`config.mk`:
```
export PLATFORM = sky130hd
export DESIGN_NAME = led_mode_ctrl
export DESIGN_NICKNAME = d
export VERILOG_FILES = /design/src/rtl/led_ctrl_pkg.sv /design/src/rtl/button_debounce.sv /design/src/rtl/led_mode_ctrl.sv
export SDC_FILE = /design/constraint.sdc
export NUM_CORES = 1
export LEC_CHECK = 0
export ABC_AREA = 1
export BUFFER_PORTS_ARGS = -buffer_cell sky130_fd_sc_hd__buf_2
export CAP_MARGIN = 0
export CELL_PAD_IN_SITES_DETAIL_PLACEMENT = 1
export CELL_PAD_IN_SITES_GLOBAL_PLACEMENT = 1
export CORE_MARGIN = 8
export CORE_UTILIZATION = 40
export CTS_BUF_LIST = sky130_fd_sc_hd__clkbuf_8
export CTS_CLUSTER_DIAMETER = 60
export DETAILED_ROUTE_END_ITERATION = 10
export PLACE_DENSITY = 0.72
export SLEW_MARGIN = 5
export SYNTH_ARGS = -nofsm -noshare
export SYNTH_HDL_FRONTEND = slang
export SYNTH_SLANG_ARGS = --single-unit
```
`constraint.sdc`:
```
create_clock -name clk -period 4.2 [get_ports clk]
set_input_delay 0.63 -clock clk [delete_from_list [all_inputs] [get_ports clk]]
set_output_delay 0.63 -clock clk [all_outputs]
set_load 0.005 [all_outputs]
```
`src/rtl/led_ctrl_pkg.sv`:
```
// Shared mode encodings and mode sequencing for the button-driven LED controller.
package led_ctrl_pkg;

  localparam logic [1:0] MODE_OFF  = 2'b00;
  localparam logic [1:0] MODE_ON   = 2'b01;
  localparam logic [1:0] MODE_SLOW = 2'b10;
  localparam logic [1:0] MODE_FAST = 2'b11;

  function automatic logic [1:0] next_mode(input logic [1:0] m);
    case (m)
      MODE_OFF:  next_mode = MODE_ON;
      MODE_ON:   next_mode = MODE_SLOW;
      MODE_SLOW: next_mode = MODE_FAST;
      default:   next_mode = MODE_OFF;
    endcase
  endfunction

  function automatic logic is_blink(input logic [1:0] m);
    is_blink = (m == MODE_SLOW) || (m == MODE_FAST);
  endfunction

endpackage

```
`src/rtl/button_debounce.sv`:
```
// Two-flop synchroniser plus consecutive-mismatch debounce counter.
// db_flip flags the cycle whose rising edge will toggle btn_db.
module button_debounce #(
  parameter int DEBOUNCE_CYCLES = 4,
  parameter int CNT_W           = 16
) (
  input  logic clk,
  input  logic reset,
  input  logic button,
  output logic btn_db,
  output logic db_flip
);

  logic             s1;
  logic             s2;
  logic [CNT_W-1:0] db_cnt;

  assign db_flip = (s2 != btn_db) && (db_cnt == CNT_W'(DEBOUNCE_CYCLES - 1));

  // NOTE: sequential state uses non-blocking assignments so every flop samples
  // pre-edge values; reset is synchronous here, so it lives inside the clocked branch.
  always_ff @(posedge clk) begin
    if (!reset) begin
      s1     <= 1'b0;
      s2     <= 1'b0;
      btn_db <= 1'b0;
      db_cnt <= '0;
    end else begin
      s1 <= button;
      s2 <= s1;
      if (db_flip) begin
        btn_db <= s2;
        db_cnt <= '0;
      end else if (s2 != btn_db) begin
        db_cnt <= db_cnt + 1'b1;
      end else begin
        db_cnt <= '0;
      end
    end
  end

endmodule

```
`src/rtl/led_mode_ctrl.sv`:
```
// Button-driven LED controller: short/long press classification, mode FSM
// (OFF, ON, SLOW_BLINK, FAST_BLINK) and a registered blinking LED drive.
module led_mode_ctrl
  import led_ctrl_pkg::*;
#(
  parameter int DEBOUNCE_CYCLES   = 4,
  parameter int LONG_PRESS_CYCLES = 20,
  parameter int SLOW_HALF         = 8,
  parameter int FAST_HALF         = 2,
  parameter int CNT_W             = 16
) (
  input  logic       clk,
  input  logic       reset,
  input  logic       button,
  output logic       led,
  output logic [1:0] mode,
  output logic       short_press,
  output logic       long_press
);

  logic             btn_db;
  logic             db_flip;
  logic             db_fall;
  logic [CNT_W-1:0] hold_cnt,  hold_nxt;
  logic             long_done, long_done_nxt;
  logic [CNT_W-1:0] blink_cnt, blink_cnt_nxt;
  logic             blink_ph,  blink_ph_nxt;
  logic [CNT_W-1:0] half_m1;
  logic [1:0]       mode_nxt;
  logic             short_nxt, long_nxt, led_nxt;

  button_debounce #(
    .DEBOUNCE_CYCLES (DEBOUNCE_CYCLES),
    .CNT_W           (CNT_W)
  ) u_debounce (
    .clk     (clk),
    .reset   (reset),
    .button  (button),
    .btn_db  (btn_db),
    .db_flip (db_flip)
  );

  // The release is acted on at the same edge the debounced level drops.
  assign db_fall = db_flip & btn_db;
  assign half_m1 = (mode == MODE_SLOW) ? CNT_W'(SLOW_HALF - 1) : CNT_W'(FAST_HALF - 1);

  // NOTE: every variable gets a default at the top of always_comb so no path
  // leaves one unassigned, which would otherwise infer a latch.
  always_comb begin
    mode_nxt      = mode;
    short_nxt     = 1'b0;
    long_nxt      = 1'b0;
    hold_nxt      = hold_cnt;
    long_done_nxt = long_done;

    if (btn_db && !long_done) begin
      if (hold_cnt == CNT_W'(LONG_PRESS_CYCLES - 1)) begin
        long_nxt      = 1'b1;
        mode_nxt      = MODE_OFF;
        long_done_nxt = 1'b1;
      end else begin
        hold_nxt = hold_cnt + 1'b1;
      end
    end

    // A hold that completes on the release edge still counts as long.
    if (db_fall) begin
      if (!long_done && !long_nxt) begin
        short_nxt = 1'b1;
        mode_nxt  = next_mode(mode);
      end
      hold_nxt      = '0;
      long_done_nxt = 1'b0;
    end

    blink_cnt_nxt = blink_cnt;
    blink_ph_nxt  = blink_ph;
    if (mode_nxt != mode) begin
      blink_cnt_nxt = '0;
      blink_ph_nxt  = 1'b1;
    end else if (is_blink(mode)) begin
      if (blink_cnt == half_m1) begin
        blink_cnt_nxt = '0;
        blink_ph_nxt  = ~blink_ph;
      end else begin
        blink_cnt_nxt = blink_cnt + 1'b1;
      end
    end else begin
      blink_cnt_nxt = '0;
    end

    case (mode_nxt)
      MODE_OFF: led_nxt = 1'b0;
      MODE_ON:  led_nxt = 1'b1;
      default:  led_nxt = blink_ph_nxt;
    endcase
  end

  always_ff @(posedge clk) begin
    if (!reset) begin
      mode        <= MODE_OFF;
      led         <= 1'b0;
      short_press <= 1'b0;
      long_press  <= 1'b0;
      hold_cnt    <= '0;
      long_done   <= 1'b0;
      blink_cnt   <= '0;
      blink_ph    <= 1'b0;
    end else begin
      mode        <= mode_nxt;
      led         <= led_nxt;
      short_press <= short_nxt;
      long_press  <= long_nxt;
      hold_cnt    <= hold_nxt;
      long_done   <= long_done_nxt;
      blink_cnt   <= blink_cnt_nxt;
      blink_ph    <= blink_ph_nxt;
    end
  end

endmodule

```
==> impl_metrics.json <==
{
  "crit_path_frequent_cell": "nand2_1",
  "cts_max_level": 3,
  "grt_max_degree": 17,
  "drt-initial-drc-count": 70,
  "insertedDiodeCount": 0,
  "crit_buf_inv": 1,
  "power_density_mw_per_mm2": 365,
  "min_path_type": "flip-flop to flip-flop",
  "synth_edf_count": 0,
  "synthTopCellsByCount": "nand2_1, inv_1, nor2_1",
  "cts.hold.buffers_added": 0,
  "port_buffers": 7,
  "grt_pass1_vias": 2653,
  "cts_root_buf": "clkbuf_8",
  "drive_gt1_frac": 0.105,
  "synth_area_leaders": "dfxtp_1, nand2_1, inv_1, nor2_1, nand3_1",
  "yosys.area.top_type_share": 0.397,
  "rsz0062_at_grt": "false",
  "fp.dieH_um": 101,
  "syn_area_mm2": 0.00292,
  "fp.dieW_um": 101,
  "die-area_mm2": 0.0103,
  "ys.warnings.count": 0,
  "yosysTopAreaCell": "dfxtp_1",
  "cts.sinks": 58,
  "fmaxAchievable_mhz": 462,
  "ys_ff_latch": 58,
  "critPathMaxStageDelay_ns": 0.44,
  "end_kind": "flip-flop",
  "ys.flop_type": "dfxtp_1",
  "final_max_slew_viol_count": 0,
  "io_pins": 8,
  "post_drt_wl_per_cell_um": 12.2,
  "synthCells": 419,
  "place_congestion": 0.832,
  "area_delta_synth_final_pct": 12.6,
  "multiInputGateArea_mm2": 0.00145,
  "insertion_delay_ns": 0.34,
  "critical_path.top_delay_family": "simple AND/OR/NAND/NOR gates",
  "antenna_found_initial": 0,
  "hold_viol_final": 0,
  "path_class": "flip-flop to flip-flop",
  "synth_nets": 428,
  "fillCellCount": 948,
  "start_util": 0.407,
  "slew_headroom": 0.539,
  "drt-pass1-iter-count": 4,
  "nets": 442,
  "fin_ws_ns": 2.03,
  "grt_pass1_wl_mm": 11.4,
  "critPathSlowestCell": "a21oi_2",
  "tritoncts": "done",
  "rows": 31,
  "postCtsSetupRepairBufs": 0,
  "hpwl_mm": 4.79,
  "ant_nets": 0,
  "regArea_mm2": 0.00116,
  "clk_pin_slew_ns": 0.07,
  "cp.arrival_ns": 2.39,
  "crit_fanout": 16,
  "synth_most_common_cell": "nand2_1",
  "crit_path_start_kind": "flip-flop",
  "via_count": 2581,
  "async_reset_ff_frac": 0,
  "vias_per_cell": 4.81,
  "cap_violations": 0,
  "setup_tns_ns": 0,
  "core_area_mm2": 0.00718,
  "grtUsageTotal": 0.140,
  "layout_min_cycle_time_ns": 2.17,
  "wl_mm": 6.55,
  "tightest_slew_ns": 0.689,
  "cts-resized-gates": 0,
  "finalSetupViolCount": 0,
  "cts_buffers": 9,
  "layout_worst_path_cycle_share": 0.515,
  "grt_remaining_overflow": 0,
  "ir_drop_uv": 138,
  "post-route-drc-count": 0,
  "ys_seq_area_frac": 0.397,
  "fin_hold_ws_ns": 0.429,
  "pre_cts_slack_ns": 2.04,
  "crit_chain": "ha_1 -> nand2_1 -> nor2_2 -> a21oi_2 -> nand2_1 -> nand2_1 -> nand3_1 -> nand2_1 -> inv_2 -> nand3b_4 -> nor2_1",
  "clockBufferDepth": 2,
  "clock_skew_ns": 0.00929,
  "synth_area_per_cell_um2": 6.98,
  "ys_types": 31,
  "status": "complete, no violations",
  "leakage_uw": 0.00135,
  "critPathRequiredTime_ns": 4.42
}
==> flip-flops by register name, indices dropped and copies added, names as in the netlist <==
signal and count:
short_press 1, u_debounce.s1 1, blink_ph 1, led 1, u_debounce.db_cnt 16, mode 2
u_debounce.s2 1, hold_cnt 16, long_press 1, long_done 1, u_debounce.btn_db 1, blink_cnt 16
==> metal layers <==
metal	vias to the layer above	track usage	wire [um]
met4	0	0.0745	125
met3	10	0.0282	168
met2	26	0.250	3210
met5	-	0	0
met1	1208	0.152	3050
li1	1337	-	-
==> report_power, final <==
part | switching (uW) | internal [uW] | leakage, uW | total (uW)
sequential | 0.638 | 551 | 0.000467 | 552
combinational | 8.35 | 3.59 | 0.000753 | 11.9
clock | 229 | 407 | 0.000129 | 637
==> through the flow <==
step | power, uW | utilization | cells | instance area, um2
finish | 1200 | 0.459 | 537 | 3290
global route | 1240 | 0.459 | 537 | 3290
CTS | 1220 | 0.459 | 537 | 3290
detailed placement | 576 | 0.425 | 521 | 3050
global placement | 576 | 0.425 | 521 | 3050
floorplan | 573 | - | 419 | 2920
==> kinds of logic (layout without fill, tap and decap cells) <==
kind of cell	after synthesis	count (layout)	share of synthesized area
xor+xnor	19	19	0.0569
compound gates	38	38	0.0694
fa+ha+maj	6	6	0.0257
flops	58	58	0.397
buf+inv	78	97	0.108
simple gates	220	220	0.342
==> final timing paths <==
| kind | from | to | slack [ns] | cells after the start |
|---|---|---|---|---|
| setup / recovery | hold_cnt[0]$_SDFFE_PP0P_ | blink_cnt[14]$_SDFF_PP0_ | 2.03 | 11 |
| hold / removal | u_debounce.s1$_SDFF_PN0_ | u_debounce.s2$_SDFF_PN0_ | 0.43 | 2 |
| setup reg to reg | hold_cnt[0]$_SDFFE_PP0P_ | blink_cnt[14]$_SDFF_PP0_ | 2.03 | 11 |
| hold reg to reg | u_debounce.s1$_SDFF_PN0_ | u_debounce.s2$_SDFF_PN0_ | 0.43 | 2 |
==> layout by cell type, fill, tap and decap left out <==
cell,instances
o21ai_0,14
xor2_1,13
and2_1,1
clkinv_4,1
xnor2_1,6
nor3_1,13
a31oi_1,1
buf_4,1
bufinv_16,3
a21oi_2,1
nand2_1,73
nor3b_1,1
nand3b_4,1
nand4_1,8
a21oi_1,18
nand2_2,2
nor3b_2,1
o21ai_1,1
buf_2,7
nand3_1,28
or2_2,1
dfxtp_1,58
o21a_1,2
clkbuf_8,10
inv_2,2
nand3b_1,2
nor2_4,1
nor2_1,68
nor2_2,15
inv_1,73
ha_1,6
nor4_1,5
a211oi_1,1
==> final cells by class <==
| class | count | area share |
|---|---|---|
| Sequential cell | 58 | 0.353 |
| Multi-Input combinational cell | 283 | 0.439 |
| Clock buffer | 10 | 0.0418 |
| Inverter | 73 | 0.0833 |
| Tap cell | 99 | 0.0376 |
| Timing Repair Buffer | 8 | 0.0129 |
| Clock inverter | 6 | 0.0323 |
==> tightest hold or removal path, cell delays in order, from the launching register on <==
cell and delay (ns):
dfxtp_1 0.31, nand2_1 0.05, inv_1 0.04
(Power assumes the default switching activity.)
